==> config.mk <==
export PLATFORM = sky130hd
export DESIGN_NAME = factorial_engine
export DESIGN_NICKNAME = d
export VERILOG_FILES = /design/src/rtl/factorial_pkg.sv /design/src/rtl/factorial_mul_ovf.sv /design/src/rtl/factorial_engine.sv
export SDC_FILE = /design/constraint.sdc
export NUM_CORES = 1
export LEC_CHECK = 0
export BUFFER_PORTS_ARGS = -buffer_cell sky130_fd_sc_hd__buf_2
export CAP_MARGIN = 30
export CORE_MARGIN = 2
export CORE_UTILIZATION = 50
export CTS_CLUSTER_DIAMETER = 30
export CTS_CLUSTER_SIZE = 8
export DETAILED_ROUTE_END_ITERATION = 12
export GPL_ROUTABILITY_DRIVEN = 1
export PLACE_DENSITY_LB_ADDON = 0.05
export SYNTH_ARGS = -nofsm -noshare
export SYNTH_HDL_FRONTEND = slang
export SYNTH_HIERARCHICAL = 1
export SYNTH_SLANG_ARGS = --single-unit
==> constraint.sdc <==
create_clock -name clk -period 5.3 [get_ports clk]
set_input_delay 0.53 -clock clk [delete_from_list [all_inputs] [get_ports clk]]
set_output_delay 0.53 -clock clk [all_outputs]
set_load 0.02 [all_outputs]
==> src/rtl/factorial_pkg.sv <==
// Shared types, default widths and a reference factorial for the factorial engine family.
package factorial_pkg;

  localparam int DEF_IN_DATA_WD  = 4;
  localparam int DEF_OUT_DATA_WD = 32;

  typedef enum logic [1:0] {
    IDLE,
    CALC,
    DONE
  } state_t;

  typedef struct packed {
    logic [DEF_OUT_DATA_WD-1:0] data;
    logic                       ovf;
  } fact_res_t;

  // Truncated n! plus a sticky flag set whenever a partial product spills past the result width.
  function automatic fact_res_t ref_factorial(input logic [DEF_IN_DATA_WD-1:0] n);
    fact_res_t                    r;
    logic [2*DEF_OUT_DATA_WD-1:0] p;
    r.data = DEF_OUT_DATA_WD'(1);
    r.ovf  = 1'b0;
    for (int i = 2; i <= int'(n); i++) begin
      p      = {{DEF_OUT_DATA_WD{1'b0}}, r.data} * (2*DEF_OUT_DATA_WD)'(i);
      r.ovf  = r.ovf | (|p[2*DEF_OUT_DATA_WD-1:DEF_OUT_DATA_WD]);
      r.data = p[DEF_OUT_DATA_WD-1:0];
    end
    return r;
  endfunction

endpackage

==> src/rtl/factorial_mul_ovf.sv <==
// Combinational accumulator x multiplier step: truncated product plus high-half overflow bit.
module factorial_mul_ovf #(
  parameter int IN_DATA_WD  = 4,
  parameter int OUT_DATA_WD = 32
) (
  input  logic [OUT_DATA_WD-1:0] a,
  input  logic [IN_DATA_WD:0]    b,
  output logic [OUT_DATA_WD-1:0] prod,
  output logic                   ovf
);

  logic [2*OUT_DATA_WD-1:0] full;

  assign full = {{OUT_DATA_WD{1'b0}}, a} * {{(2*OUT_DATA_WD-IN_DATA_WD-1){1'b0}}, b};
  assign prod = full[OUT_DATA_WD-1:0];
  assign ovf  = |full[2*OUT_DATA_WD-1:OUT_DATA_WD];

endmodule

==> src/rtl/factorial_engine.sv <==
// Iterative n! engine: one multiply per cycle, ready/valid on both sides, sticky overflow.
module factorial_engine
  import factorial_pkg::*;
#(
  parameter int IN_DATA_WD  = DEF_IN_DATA_WD,
  parameter int OUT_DATA_WD = DEF_OUT_DATA_WD
) (
  input  logic                   clk,
  input  logic                   resetn,
  input  logic [IN_DATA_WD-1:0]  in_data,
  input  logic                   in_valid,
  output logic                   in_ready,
  output logic [OUT_DATA_WD-1:0] out_data,
  output logic                   out_overflow,
  output logic                   out_valid,
  input  logic                   out_ready,
  output logic                   out_busy
);

  state_t                 state_q, state_d;
  logic [IN_DATA_WD-1:0]  n_q;
  // One extra bit so k can reach 2^IN_DATA_WD and terminate the loop for the largest n.
  logic [IN_DATA_WD:0]    k_q;
  logic [OUT_DATA_WD-1:0] acc_q;
  logic                   ovf_q;
  logic [OUT_DATA_WD-1:0] prod;
  logic                   mul_ovf;
  logic                   calc_end;

  factorial_mul_ovf #(
    .IN_DATA_WD (IN_DATA_WD),
    .OUT_DATA_WD(OUT_DATA_WD)
  ) u_mul (
    .a   (acc_q),
    .b   (k_q),
    .prod(prod),
    .ovf (mul_ovf)
  );

  assign calc_end = (k_q > {1'b0, n_q});

  always_ff @(posedge clk or negedge resetn) begin
    if (!resetn) state_q <= IDLE;
    else         state_q <= state_d;
  end

  always_comb begin
    state_d   = state_q;
    in_ready  = 1'b0;
    out_valid = 1'b0;
    out_busy  = 1'b1;
    case (state_q)
      IDLE: begin
        in_ready = 1'b1;
        out_busy = 1'b0;
        if (in_valid) state_d = CALC;
      end
      CALC: if (calc_end) state_d = DONE;
      DONE: begin
        out_valid = 1'b1;
        if (out_ready) state_d = IDLE;
      end
      default: state_d = IDLE;
    endcase
  end

  always_ff @(posedge clk or negedge resetn) begin
    if (!resetn) begin
      n_q   <= '0;
      k_q   <= '0;
      acc_q <= '0;
      ovf_q <= 1'b0;
    end else begin
      case (state_q)
        IDLE: if (in_valid) begin
          n_q   <= in_data;
          k_q   <= (IN_DATA_WD+1)'(2);
          acc_q <= OUT_DATA_WD'(1);
          ovf_q <= 1'b0;
        end
        CALC: if (!calc_end) begin
          acc_q <= prod;
          ovf_q <= ovf_q | mul_ovf;
          k_q   <= k_q + 1'b1;
        end
        default: ;
      endcase
    end
  end

  // acc/ovf are frozen in DONE, so the result is stable under backpressure.
  assign out_data     = acc_q;
  assign out_overflow = ovf_q;

endmodule

==> run summary, run 1 <==
• via density per instance: 5.36
• number of synthesized flops with an enable pin: 0
• number of placed cells counting well taps: 1055
• Total Negative Setup Slacks: 0 ps
• filler cell count: 1371
• Hold Crit Class: input port to async pin
• effective utilization at floorplan: 0.511
• number of buffers added to fix hold violations after cts: 0
• kind of critical path: flip-flop to flip-flop
• routability-driven placement congestion ratio: 0.894
• static leakage: 0.00428 uW
• mean cell area of the mapped netlist: 8.73 sq um
• Worst Path Arrival: 5140 ps
• library cells used by synthesis: 67
• number of design rule violations left after detail routing: 0
• share of flip-flops with an asynchronous set or reset: 1.00
• Final Hold Viols: 0
• clk_skew: 11.2 ps
• buffering stage count on the worst path with inverters included: 2
• fraction of final layout cells sized beyond drive strength 1: 0.106
• Vias: 5710
• Vert. Die Dim: 126 um
• element type at the critical path start: flip-flop
• number of nets at the end of the flow: 1028
• Yosys warnings: 6
• post-synth top area cell: sky130_fd_sc_hd__fa_1
• complex-gate fraction of the synthesized area: 0.112
• final count of pins violating max slew: 0
• transition time at the pin with the least slew margin: 734 ps
• Total Power Consumption: 3150 uW
• first-pass GRT wire length: 30700 um
• DPL Wire Length: 13500 um
• # Max-Cap Violations: 0
• Worst slew margin: 0.511
• relative contribution of the clock network to total power: 0.121
• largest cells by area after synthesis: sky130_fd_sc_hd__fa_1, sky130_fd_sc_hd__dfrtp_1, sky130_fd_sc_hd__and2_1, sky130_fd_sc_hd__ha_1, sky130_fd_sc_hd__inv_1
• setup violation total in the final timing report: 0
• Die Footprint: 15800 sq um
• pin count of the biggest net entering global routing: 45
• detailed-router iteration count before antenna repair: 5
• power density normalized to cell area: 398 nW/um^2
• fin crit period: 4950 ps
• Inserted Diodes: 0
• register clock-pin slew on the reported worst setup and hold paths: 70 ps
• detail-routed net length per standard cell: 16.8 um
• combinational group share of total power: 0.655
• final clock period utilization by the worst path: 0.934
• Core Region: 14500 sq um
• multiplexer area fraction after synthesis: 0.0557
• status: finished clean
• setup repair after global routing missed its margin: false
• CP Cell Sequence: and2_1 > fa_1 > fa_1 > inv_1 > fa_1 > inv_1 > ha_1 > a2111oi_1 > o21ai_1 > a21oi_2 > o21ai_4 > a41oi_4 > nor3b_2 > mux2i_1 > nor4_1 > nand4_1 > o211ai_1 > a21boi_0
• Die Width: 126 um
• fin cells: 1065
• worst skew pair latency: 310 ps
• endpoint required time on the critical path: 5490 ps
• top-level I/O count: 44
• Peak VDD IR: 0.188 mV
• area added between synthesis and finish: 6.80%
• CTS tree: built
• Longest Clk Path Bufs: 2
• clock sink count: 44
• dominant combinational cell family by area after synthesis: adder cells
• top_reg_cell synth: sky130_fd_sc_hd__dfrtp_1
• power dissipated by switching net loads: 1650 uW
• type of destination of the critical path: flip-flop
• power share of the sequential group: 0.224
• top cell type's share of synthesized area: 0.244
• commonest non-fill, non-tap cells in the layout: sky130_fd_sc_hd__inv_1, sky130_fd_sc_hd__and2_1, sky130_fd_sc_hd__nand2_1
• most frequent cell on the critical path: sky130_fd_sc_hd__fa_1
• number of synthesized register bits: 44
• simple-gate share of the synthesized area: 0.210
• number of standard-cell rows in the floorplan: 44
• input/output buffers: 43
• Initial DRC Count: 241
• antenna-violating nets left: 0
• share of the synthesized netlist area taken by xor and xnor gates: 0.0355
• Max Fclk: 0.202 GHz
• TritonCTS buffer count: 5
• cell area after synthesis: 7390 sq um
• Synth Net Count: 995
• portion of the post-synthesis area used by sequential elements: 0.149
• H-tree depth: 2
• Crit-path slowest cell: sky130_fd_sc_hd__fa_1
• commonest non-fill, non-tap cell in the layout: sky130_fd_sc_hd__inv_1
• overall routing resource usage: 0.240
• antenna violations before repair: 0
• largest driver fanout on the critical path: 7
• share of total power consumed by net switching: 0.525
• WL final: 17900 um
• vias in the first global route: 5981
• Final Cell Area: 7900 sq um
• area after detailed placement: 7710 sq um
• Cells after Synth: 847
• Post-Route Hold Slack: 339 ps
• Int Pwr: 1500 uW
• share of synthesized cell area in full adder, half adder and majority cells: 0.328
• buffer cell driving the clock tree root: sky130_fd_sc_hd__clkbuf_16
• Max stage delay on crit path: 560 ps
• kind of cell adding the most delay to the critical path: adder cells
• global route overflow: 0
## through the flow
| stage | utilization | setup slack [ps] |
|---|---|---|
| 2_1_floorplan | - | 625 |
| 3_3_place_gp | 0.531 | 299 |
| 3_5_place_dp | 0.532 | 160 |
| 4_1_cts | 0.544 | 98.0 |
| 5_1_grt | 0.545 | 9.49 |
| 6_report | 0.545 | 348 |
## cell usage after synthesis (all sizes together), types with 3 or more instances
cell / number
nor2b: 8
nand3b: 3
nor3: 8
nand4: 3
dfrtp: 44
fa: 90
clkbuf: 18
nand2b: 6
and2: 128
xor2: 13
or3: 3
nand2: 91
ha: 50
o211ai: 9
inv: 156
xnor2: 17
o21ai: 30
nand3: 12
buf: 9
a21o: 15
a211oi: 6
mux2: 6
and3: 7
nor2: 18
a21oi: 34
mux2i: 34
## sequential cells by signal, indices dropped and copies added, names as in the netlist
register / cells
out_overflow: 1
out_data: 32
state_q: 2
n_q: 4
k_q: 5
## final cells by class
| cell class | count | area, sq um | share of cell area |
|---|---|---|---|
| sequential | 44 | 1100 | 0.140 |
| clock inverter | 2 | 35.0 | 0.00444 |
| inverter | 156 | 586 | 0.0741 |
| clock buffer | 6 | 129 | 0.0163 |
| timing repair buffer | 55 | 318 | 0.0402 |
| multi-input combinational | 618 | 5500 | 0.696 |
| tap | 184 | 230 | 0.0292 |
## routing by layer
layer	global-route usage	wire [um]	vias up
met5	0	0	-
met4	0.0549	229	0
met3	0.0340	591	14
met2	0.401	8720	104
met1	0.335	8350	2850
li1	-	-	2742
## what timing repair did
action / in CTS / in global routing
setup endpoints to repair: 0 / 3
setup buffers: 0 / 2
resized for setup: 0 / 4
## worst reg2reg max path: stages (launching register included)
cell	delay, ps
sky130_fd_sc_hd__dfrtp_1	470
sky130_fd_sc_hd__and2_1	230
sky130_fd_sc_hd__fa_1	520
sky130_fd_sc_hd__fa_1	560
sky130_fd_sc_hd__inv_1	60
sky130_fd_sc_hd__fa_1	540
sky130_fd_sc_hd__inv_1	50
sky130_fd_sc_hd__ha_1	380
sky130_fd_sc_hd__a2111oi_1	370
sky130_fd_sc_hd__o21ai_1	170
sky130_fd_sc_hd__a21oi_2	250
sky130_fd_sc_hd__o21ai_4	120
sky130_fd_sc_hd__a41oi_4	290
sky130_fd_sc_hd__nor3b_2	90
sky130_fd_sc_hd__mux2i_1	120
sky130_fd_sc_hd__nor4_1	280
sky130_fd_sc_hd__nand4_1	150
sky130_fd_sc_hd__o211ai_1	100
sky130_fd_sc_hd__a21boi_0	100
## power groups by stage
stage / combinational (uW) / sequential [uW] / clock, uW
after floorplan: 1570 / 692 / 0
final: 2060 / 705 / 380
after detailed placement: 2060 / 716 / 0
after global placement: 2010 / 710 / 0
after CTS: 2070 / 710 / 394
after global routing: 2300 / 739 / 404
## final timing paths
check,startpoint,to,slack (ps),cells after the start
max,out_data[3]$_DFFE_PN0P_,out_overflow$_DFFE_PN0P_,350,18
min,resetn,n_q[2]$_DFFE_PN0P_,340,2
max reg2reg,out_data[3]$_DFFE_PN0P_,out_overflow$_DFFE_PN0P_,350,18
min reg2reg,n_q[3]$_DFFE_PN0P_,n_q[3]$_DFFE_PN0P_,510,1
max in group asynchronous,resetn,k_q[4]$_DFFE_PN0P_,4500,2
min in group clk,in_data[2],n_q[2]$_DFFE_PN0P_,460,2
## cells by family after synthesis
kind of cell / count (synthesis)
AO/OA/AOI/OAI: 117
flip-flops: 44
XOR/XNOR: 30
buffers and inverters: 185
AND/OR/NAND/NOR: 291
adder cells (fa/ha/maj): 140
multiplexers: 40
Power figures use the tool's default switching activity.
==> run 2: changes to the inputs <==
Settings changed: CAP_MARGIN 30 to default, SYNTH_HIERARCHICAL 1 to default.
==> run 2 against run 1 <==
  * Sequential power is 23% lower
  * Highest routed layer unchanged
  * Largest power group unchanged
  * Critical path type unchanged
  * Flip-flop and latch count stayed put
  * Critical path depth stayed put
  * Clock skew is 3.7 ps lower
==> run summary, run 2 <==
• Vias: 5510, -3.5%
• Total Negative Setup Slacks: 0 ps, unchanged
• power share of the sequential group: 0.287, +0.063
• share of flip-flops with an asynchronous set or reset: 1.00, unchanged
• endpoint required time on the critical path: 5520 ps, +30 ps
• Final WS setup: 167 ps, -180 ps
• cell area after synthesis: 6820 sq um, -7.8%
• DPL Wire Length: 12600 um, -6.7%
• status: finished clean
• WL final: 16400 um, -8.6%
• Yosys warnings: 0, -6
• most common cell in the synthesized netlist: sky130_fd_sc_hd__inv_1
• Inserted Diodes: 0, unchanged
• Cells after Synth: 796, -6.0%
• first-pass GRT wire length: 28300 um, -7.8%
• Total Power Consumption: 1890 uW, -40%
• largest cells by area after synthesis: sky130_fd_sc_hd__fa_1, sky130_fd_sc_hd__dfrtp_1, sky130_fd_sc_hd__and2_1, sky130_fd_sc_hd__ha_1, sky130_fd_sc_hd__inv_1
• number of buffers added to fix hold violations after cts: 0, unchanged
• transition time at the pin with the least slew margin: 1120 ps, +387 ps
• overall routing resource usage: 0.244, +0.00355
• final clock period utilization by the worst path: 0.968, +0.0340
• Worst Path Arrival: 5350 ps, +210 ps
• CTS tree: built
• number of synthesized flops with an enable pin: 0, unchanged
• Commonest cells post-synth: sky130_fd_sc_hd__inv_1, sky130_fd_sc_hd__and2_1, sky130_fd_sc_hd__fa_1
• worst skew pair latency: 310 ps, about the same
• power density normalized to cell area: 250 nW/um^2, -37%
• buffer cell driving the clock tree root: sky130_fd_sc_hd__clkbuf_16
• global route overflow: 0, unchanged
• Die Footprint: 14600 sq um, -7.5%
• setup repair after global routing missed its margin: true
• Int Pwr: 948 uW, -37%
• antenna-violating nets left: 0, unchanged
• clk_skew: 7.58 ps, -3.66 ps
• relative contribution of the clock network to total power: 0.204, +0.083
• library cells used by synthesis: 52, -22%
• Max Fclk: 0.195 GHz, -3.5%
• largest driver fanout on the critical path: 20, +13
• most frequent cell on the critical path: sky130_fd_sc_hd__fa_1
• effective utilization at floorplan: 0.513, +0.00227
• commonest non-fill, non-tap cell in the layout: sky130_fd_sc_hd__inv_1
• mean cell area of the mapped netlist: 8.57 sq um, -1.9%
• max FFs per register: 32, unchanged
• post-synth top area cell: sky130_fd_sc_hd__fa_1
• combinational group share of total power: 0.509, -0.146
• static leakage: 0.00389 uW, -9.0%
• # Max-Cap Violations: 0, unchanged
• Longest Clk Path Bufs: 2, unchanged
• TritonCTS buffer count: 5, unchanged
• clock sink count: 44, unchanged
• kind of critical path: flip-flop to flip-flop
• number of design rule violations left after detail routing: 0, unchanged
• register clock-pin slew on the reported worst setup and hold paths: 70 ps, about the same
• type of destination of the critical path: flip-flop
• Hold Crit Class: input port to async pin
• top cell type's share of synthesized area: 0.264, +0.0205
• area added between synthesis and finish: 10.8%
• Post-Route Hold Slack: 327 ps, -11.8 ps
• Core Region: 13300 sq um, -8.2%
• Peak VDD IR: 0.205 mV, +9.0%
• number of nets at the end of the flow: 988, -3.9%
• share of total power consumed by net switching: 0.497, -0.0270
• Synth Net Count: 944, -5.1%
• element type at the critical path start: flip-flop
• final count of pins violating max slew: 0, unchanged
• number of synthesized register bits: 44, unchanged
• H-tree depth: 2, unchanged
• Final Hold Viols: 0, unchanged
• detail-routed net length per standard cell: 16.1 um, -4.3%
• routability-driven placement congestion ratio: 0.880, -1.5%
• power dissipated by switching net loads: 939 uW, -43%
• antenna violations before repair: 0, unchanged
• commonest non-fill, non-tap cells in the layout: sky130_fd_sc_hd__inv_1, sky130_fd_sc_hd__and2_1, sky130_fd_sc_hd__fa_1
• pin count of the biggest net entering global routing: 45, unchanged
• top_reg_cell synth: sky130_fd_sc_hd__dfrtp_1
• Initial DRC Count: 292, +21%
• Worst slew margin: 0.251, -0.260
• input/output buffers: 43, unchanged
• via density per instance: 5.42, +1.1%
• number of standard-cell rows in the floorplan: 42, -4.5%
• detailed-router iteration count before antenna repair: 5, unchanged
• Vert. Die Dim: 121 um, -3.8%
• vias in the first global route: 5832, -2.5%
• Die Width: 121 um, -3.8%
• portion of the post-synthesis area used by sequential elements: 0.161, +0.0125
• fraction of final layout cells sized beyond drive strength 1: 0.114, +0.00859
• setup violation total in the final timing report: 0, unchanged
• pre-CTS setup slack: 112 ps, -47.7 ps
• Crit-path slowest cell: sky130_fd_sc_hd__fa_1
• fin crit period: 5130 ps, +180 ps
• top-level I/O count: 44, unchanged
• CP Cell Sequence: buf_6 > and2_1 > fa_1 > fa_1 > inv_1 > fa_1 > inv_1 > ha_1 > a21o_1 > a21oi_1 > nor2b_1 > or4_1 > a31oi_2 > o31ai_4 > a41oi_2 > nor2b_1 > or4_1 > a31oi_1
• final core area utilization: 0.568, +0.0229
• Max stage delay on crit path: 510 ps, -50 ps
-- run 2: changes by cell type in the layout (fill, tap and decap cells not counted), sizes merged, moves of 4 or more --
cell	change
a211oi	-4
a21o	-8
a31oi	+9
and3	-4
buf	+12
inv	-23
mux2	-6
mux2i	-33
nand2	-20
nand3	+25
o211ai	-5
o21ai	+22
-- run 2: cell type report --
class | instances | area, sq um
well taps | 176 | 220
fillers | 1224 | 5740
multi-input cells | 589 | 5160
repair buffers | 67 | 403
inverters | 133 | 499
flip-flops and latches | 44 | 1100
clock inverters | 3 | 47.5
clock buffers | 5 | 125
-- run 2: through the flow --
| stage | instances | instance area [sq um] |
|---|---|---|
| floorplan | 796 | 6820 |
| global placement | 1004 | 7290 |
| detailed placement | 1004 | 7290 |
| CTS | 1012 | 7460 |
| global route | 1017 | 7560 |
| finish | 1017 | 7560 |
-- run 2: kinds of logic (layout without fill, tap and decap cells) --
kind of cell	count (synthesis)	in the layout	share of synthesized area
compound gates	126	126	0.120
xor+xnor	30	30	0.0385
mux	1	1	0.00147
flops	44	44	0.161
fa+ha+maj	140	140	0.356
buf+inv	163	208	0.0897
simple gates	292	292	0.233
-- run 2: critical path: cells and delay by family, from the launching register on --
kind	cells	cell delay (ps)
compound gates	6	1190
fa+ha+maj	4	1820
buf+inv	3	300
flops	1	460
simple gates	5	1280
-- run 2: final timing paths --
path                       depth (start not counted)  slack, ps                  endpoint               start
max reg2reg                                       18        170  out_overflow$_DFFE_PN0P_  k_q[2]$_DFFE_PN0P_
min                                                2        330  out_data[31]$_DFFE_PN0P_              resetn
max                                               18        170  out_overflow$_DFFE_PN0P_  k_q[2]$_DFFE_PN0P_
max in group asynchronous                          2       4520        k_q[3]$_DFFE_PN0P_              resetn
min in group clk                                   3        410        n_q[0]$_DFFE_PN0P_          in_data[0]
min reg2reg                                        2        490        n_q[0]$_DFFE_PN0P_  n_q[0]$_DFFE_PN0P_
-- run 2: timing repair --
action | CTS | global route
buffers inserted | 0 | 5
resized for setup | 0 | 11
endpoints found under the hold margin | 0 | 0
setup endpoints to repair | 0 | 2
-- run 2: power groups by stage --
| stage | combinational, uW | sequential, uW | clock (uW) |
|---|---|---|---|
| 3_5_place_dp | 945 | 552 | 0 |
| 3_3_place_gp | 929 | 548 | 0 |
| 2_1_floorplan | 627 | 538 | 0 |
| 6_report | 961 | 543 | 384 |
| 5_1_grt | 1090 | 562 | 406 |
| 4_1_cts | 955 | 545 | 394 |
-- run 2: per-layer routing --
metal / share of wire / routed length [um] / global-route usage / vias up
li1: - / - / - / 2625
met1: 0.48 / 7810 / 0.334 / 2760
met3: 0.030 / 496 / 0.0283 / 27
met2: 0.47 / 7720 / 0.404 / 98
met5: 0 / 0 / 0 / -
met4: 0.020 / 322 / 0.0799 / 0
==> run 3: changes to the inputs <==
==> constraint.sdc (replaced) <==
create_clock -name clk -period 5 [get_ports clk]
set_input_delay 1.5 -clock clk [delete_from_list [all_inputs] [get_ports clk]]
set_output_delay 1.5 -clock clk [all_outputs]
set_load 0.02 [all_outputs]
==> run 3 against run 2 <==
  * Via count increased by 1.9%
  * Hold slack gained 170 ps
  * Die area did not move
  * Final area grew 7.0%
  * Non-clock buffer count up 37
  * Power up 15%
  * Clock skew is 1.8 ps lower
  * Critical path depth increased by 1
  * Combinational power increased by 24%
  * Largest cell class unchanged
==> run summary, run 3 (same netlist as run 2, synthesis figures left out) <==
• detailed-router iteration count before antenna repair: 5, unchanged
• max FFs per register: 32, unchanged
• Max Fclk: 0.201 GHz, +3.1%
• fin crit period: 4980 ps, -156 ps
• Initial DRC Count: 360, +23%
• number of design rule violations left after detail routing: 0, unchanged
• combinational group share of total power: 0.547, +0.038
• number of nets at the end of the flow: 1025, +3.7%
• transition time at the pin with the least slew margin: 1120 ps, +4.00 ps
• top-level I/O count: 44, unchanged
• endpoint required time on the critical path: 5230 ps, -290 ps
• final core area utilization: 0.608, +0.0399
• Int Pwr: 1100 uW, +16%
• Total Negative Setup Slacks: 0 ps, unchanged
• final clock period utilization by the worst path: 0.995, +0.0269
• routability-driven placement congestion ratio: 0.910, +3.4%
• area after detailed placement: 7510 sq um, +3.1%
• antenna-violating nets left: 0, unchanged
• overall routing resource usage: 0.257, +0.0135
• Die Footprint: 14600 sq um, unchanged
• power density normalized to cell area: 268 nW/um^2, +7.3%
• effective utilization at floorplan: 0.513, unchanged
• share of total power consumed by net switching: 0.494, -0.00363
• worst skew pair latency: 300 ps, about the same
• Final Hold Viols: 0, unchanged
• Core Region: 13300 sq um, unchanged
• static leakage: 0.00410 uW, +5.4%
• # Max-Cap Violations: 0, unchanged
• input/output buffers: 43, unchanged
• WL final: 17600 um, +7.6%
• commonest non-fill, non-tap cell in the layout: sky130_fd_sc_hd__inv_1
• power dissipated by switching net loads: 1070 uW, +14%
• Final WS setup: 23.3 ps, -144 ps
• largest driver fanout on the critical path: 10, -50%
• type of destination of the critical path: flip-flop
• Longest Clk Path Bufs: 2, unchanged
• TritonCTS buffer count: 5, unchanged
• area added between synthesis and finish: 18.6%
• relative contribution of the clock network to total power: 0.188, -0.016
• Vert. Die Dim: 121 um, unchanged
• CP Cell Sequence: buf_4 > buf_12 > and2_1 > fa_1 > fa_1 > inv_1 > fa_1 > inv_1 > ha_4 > a21o_1 > a21oi_2 > nor2b_1 > or4_4 > a31oi_4 > o31ai_4 > a41oi_2 > nor2b_1 > or4_1 > a31oi_1
• setup violation total in the final timing report: 0, unchanged
• fraction of final layout cells sized beyond drive strength 1: 0.182, +0.0681
• first-pass GRT wire length: 29700 um, +4.9%
• buffer cell driving the clock tree root: sky130_fd_sc_hd__clkbuf_16
• power share of the sequential group: 0.264, -0.023
• Worst Path Arrival: 5200 ps, -150 ps
• number of standard-cell rows in the floorplan: 42, unchanged
• DPL Wire Length: 13300 um, +5.6%
• Peak VDD IR: 0.257 mV, +25%
• Final Cell Area: 8090 sq um, +7.0%
• kind of critical path: flip-flop to flip-flop
• Worst slew margin: 0.248, -0.00267
• pre-CTS setup slack: -53.8 ps, -166 ps
• commonest non-fill, non-tap cells in the layout: sky130_fd_sc_hd__inv_1, sky130_fd_sc_hd__and2_1, sky130_fd_sc_hd__fa_1
• pin count of the biggest net entering global routing: 49, +8.9%
• H-tree depth: 2, unchanged
• CTS tree: built
• detail-routed net length per standard cell: 16.7 um, +3.8%
• clk_skew: 5.77 ps, -1.81 ps
• Vias: 5614, +1.9%
• via density per instance: 5.33, -1.7%
• register clock-pin slew on the reported worst setup and hold paths: 70 ps, about the same
• global route overflow: 0, unchanged
• Max stage delay on crit path: 530 ps, +20 ps
• antenna violations before repair: 0, unchanged
• Hold Crit Class: flip-flop to flip-flop
• element type at the critical path start: flip-flop
• final count of pins violating max slew: 0, unchanged
• vias in the first global route: 5863, +0.53%
• status: finished clean
• setup repair after global routing missed its margin: true
• Inserted Diodes: 0, unchanged
• Crit-path slowest cell: sky130_fd_sc_hd__fa_1
• clock sink count: 44, unchanged
• Die Width: 121 um, unchanged
• most frequent cell on the critical path: sky130_fd_sc_hd__fa_1
-- run 3: changes by cell type in the layout (fill, tap and decap cells not counted), moves of 4 or more --
| cell | before | now |
|---|---|---|
| sky130_fd_sc_hd__ha_1 | 49 | 42 |
| sky130_fd_sc_hd__dfrtp_2 | 1 | 5 |
| sky130_fd_sc_hd__dfrtp_1 | 43 | 39 |
| sky130_fd_sc_hd__ha_4 | 1 | 8 |
| sky130_fd_sc_hd__buf_4 | 22 | 51 |
-- run 3: layout make-up --
| cell class | instances | area (sq um) |
|---|---|---|
| flip-flops and latches | 44 | 1110 |
| clock inverters | 3 | 47.5 |
| multi-input cells | 589 | 5340 |
| inverters | 133 | 499 |
| repair buffers | 104 | 749 |
| well taps | 176 | 220 |
| fillers | 1181 | 5210 |
| clock buffers | 5 | 125 |
-- run 3: power groups by stage --
stage / Clock, uW / Combinational (uW) / Sequential [uW]
final: 409 / 1190 / 573
after global routing: 428 / 1320 / 588
after CTS: 419 / 1140 / 569
after detailed placement: 0 / 1130 / 575
after global placement: 0 / 1100 / 575
after floorplan: 0 / 665 / 570
-- run 3: timing repair --
action / 4_1_cts / 5_1_grt
pin swaps: 1 / 34
endpoints found under the setup margin: 2 / 7
resized for setup: 7 / 43
buffers inserted: 1 / 11
gates cloned: 0 / 2
hold buffers: 0 / 0
-- run 3: stage by stage --
| stage | instances | hold slack [ps] | power [uW] |
|---|---|---|---|
| final | 1054 | 496 | 2170 |
| after global routing | 1054 | 551 | 2340 |
| after CTS | 1041 | 498 | 2130 |
| after detailed placement | 1032 | 482 | 1710 |
| after global placement | 1032 | 472 | 1680 |
| after floorplan | 796 | 452 | 1230 |
-- run 3: routing by layer --
metal | global-route usage | share of wire
met5 | 0 | 0
met4 | 0.0669 | 0.014
met3 | 0.0302 | 0.028
met2 | 0.427 | 0.49
met1 | 0.359 | 0.47
-- run 3: critical path: cells and delay by family (launching register included) --
kind                     cells  cell delay (ps)
AO/OA/AOI/OAI                6             1130
adder cells (fa/ha/maj)      4             1740
buffers and inverters        4              400
flip-flops                   1              430
AND/OR/NAND/NOR              5             1220
-- run 3: path summary, 6_finish.rpt --
check                      cells after the start                       end  slack [ps]          startpoint
setup / recovery                              19  out_overflow$_DFFE_PN0P_          20  k_q[4]$_DFFE_PN0P_
hold / removal                                 2        n_q[0]$_DFFE_PN0P_         500  n_q[0]$_DFFE_PN0P_
setup reg to reg                              19  out_overflow$_DFFE_PN0P_          20  k_q[4]$_DFFE_PN0P_
hold reg to reg                                2        n_q[0]$_DFFE_PN0P_         500  n_q[0]$_DFFE_PN0P_
max in group asynchronous                      2   out_data[6]$_DFFE_PN0P_        3230              resetn
min in group asynchronous                      2  out_data[31]$_DFFE_PN0P_        1300              resetn
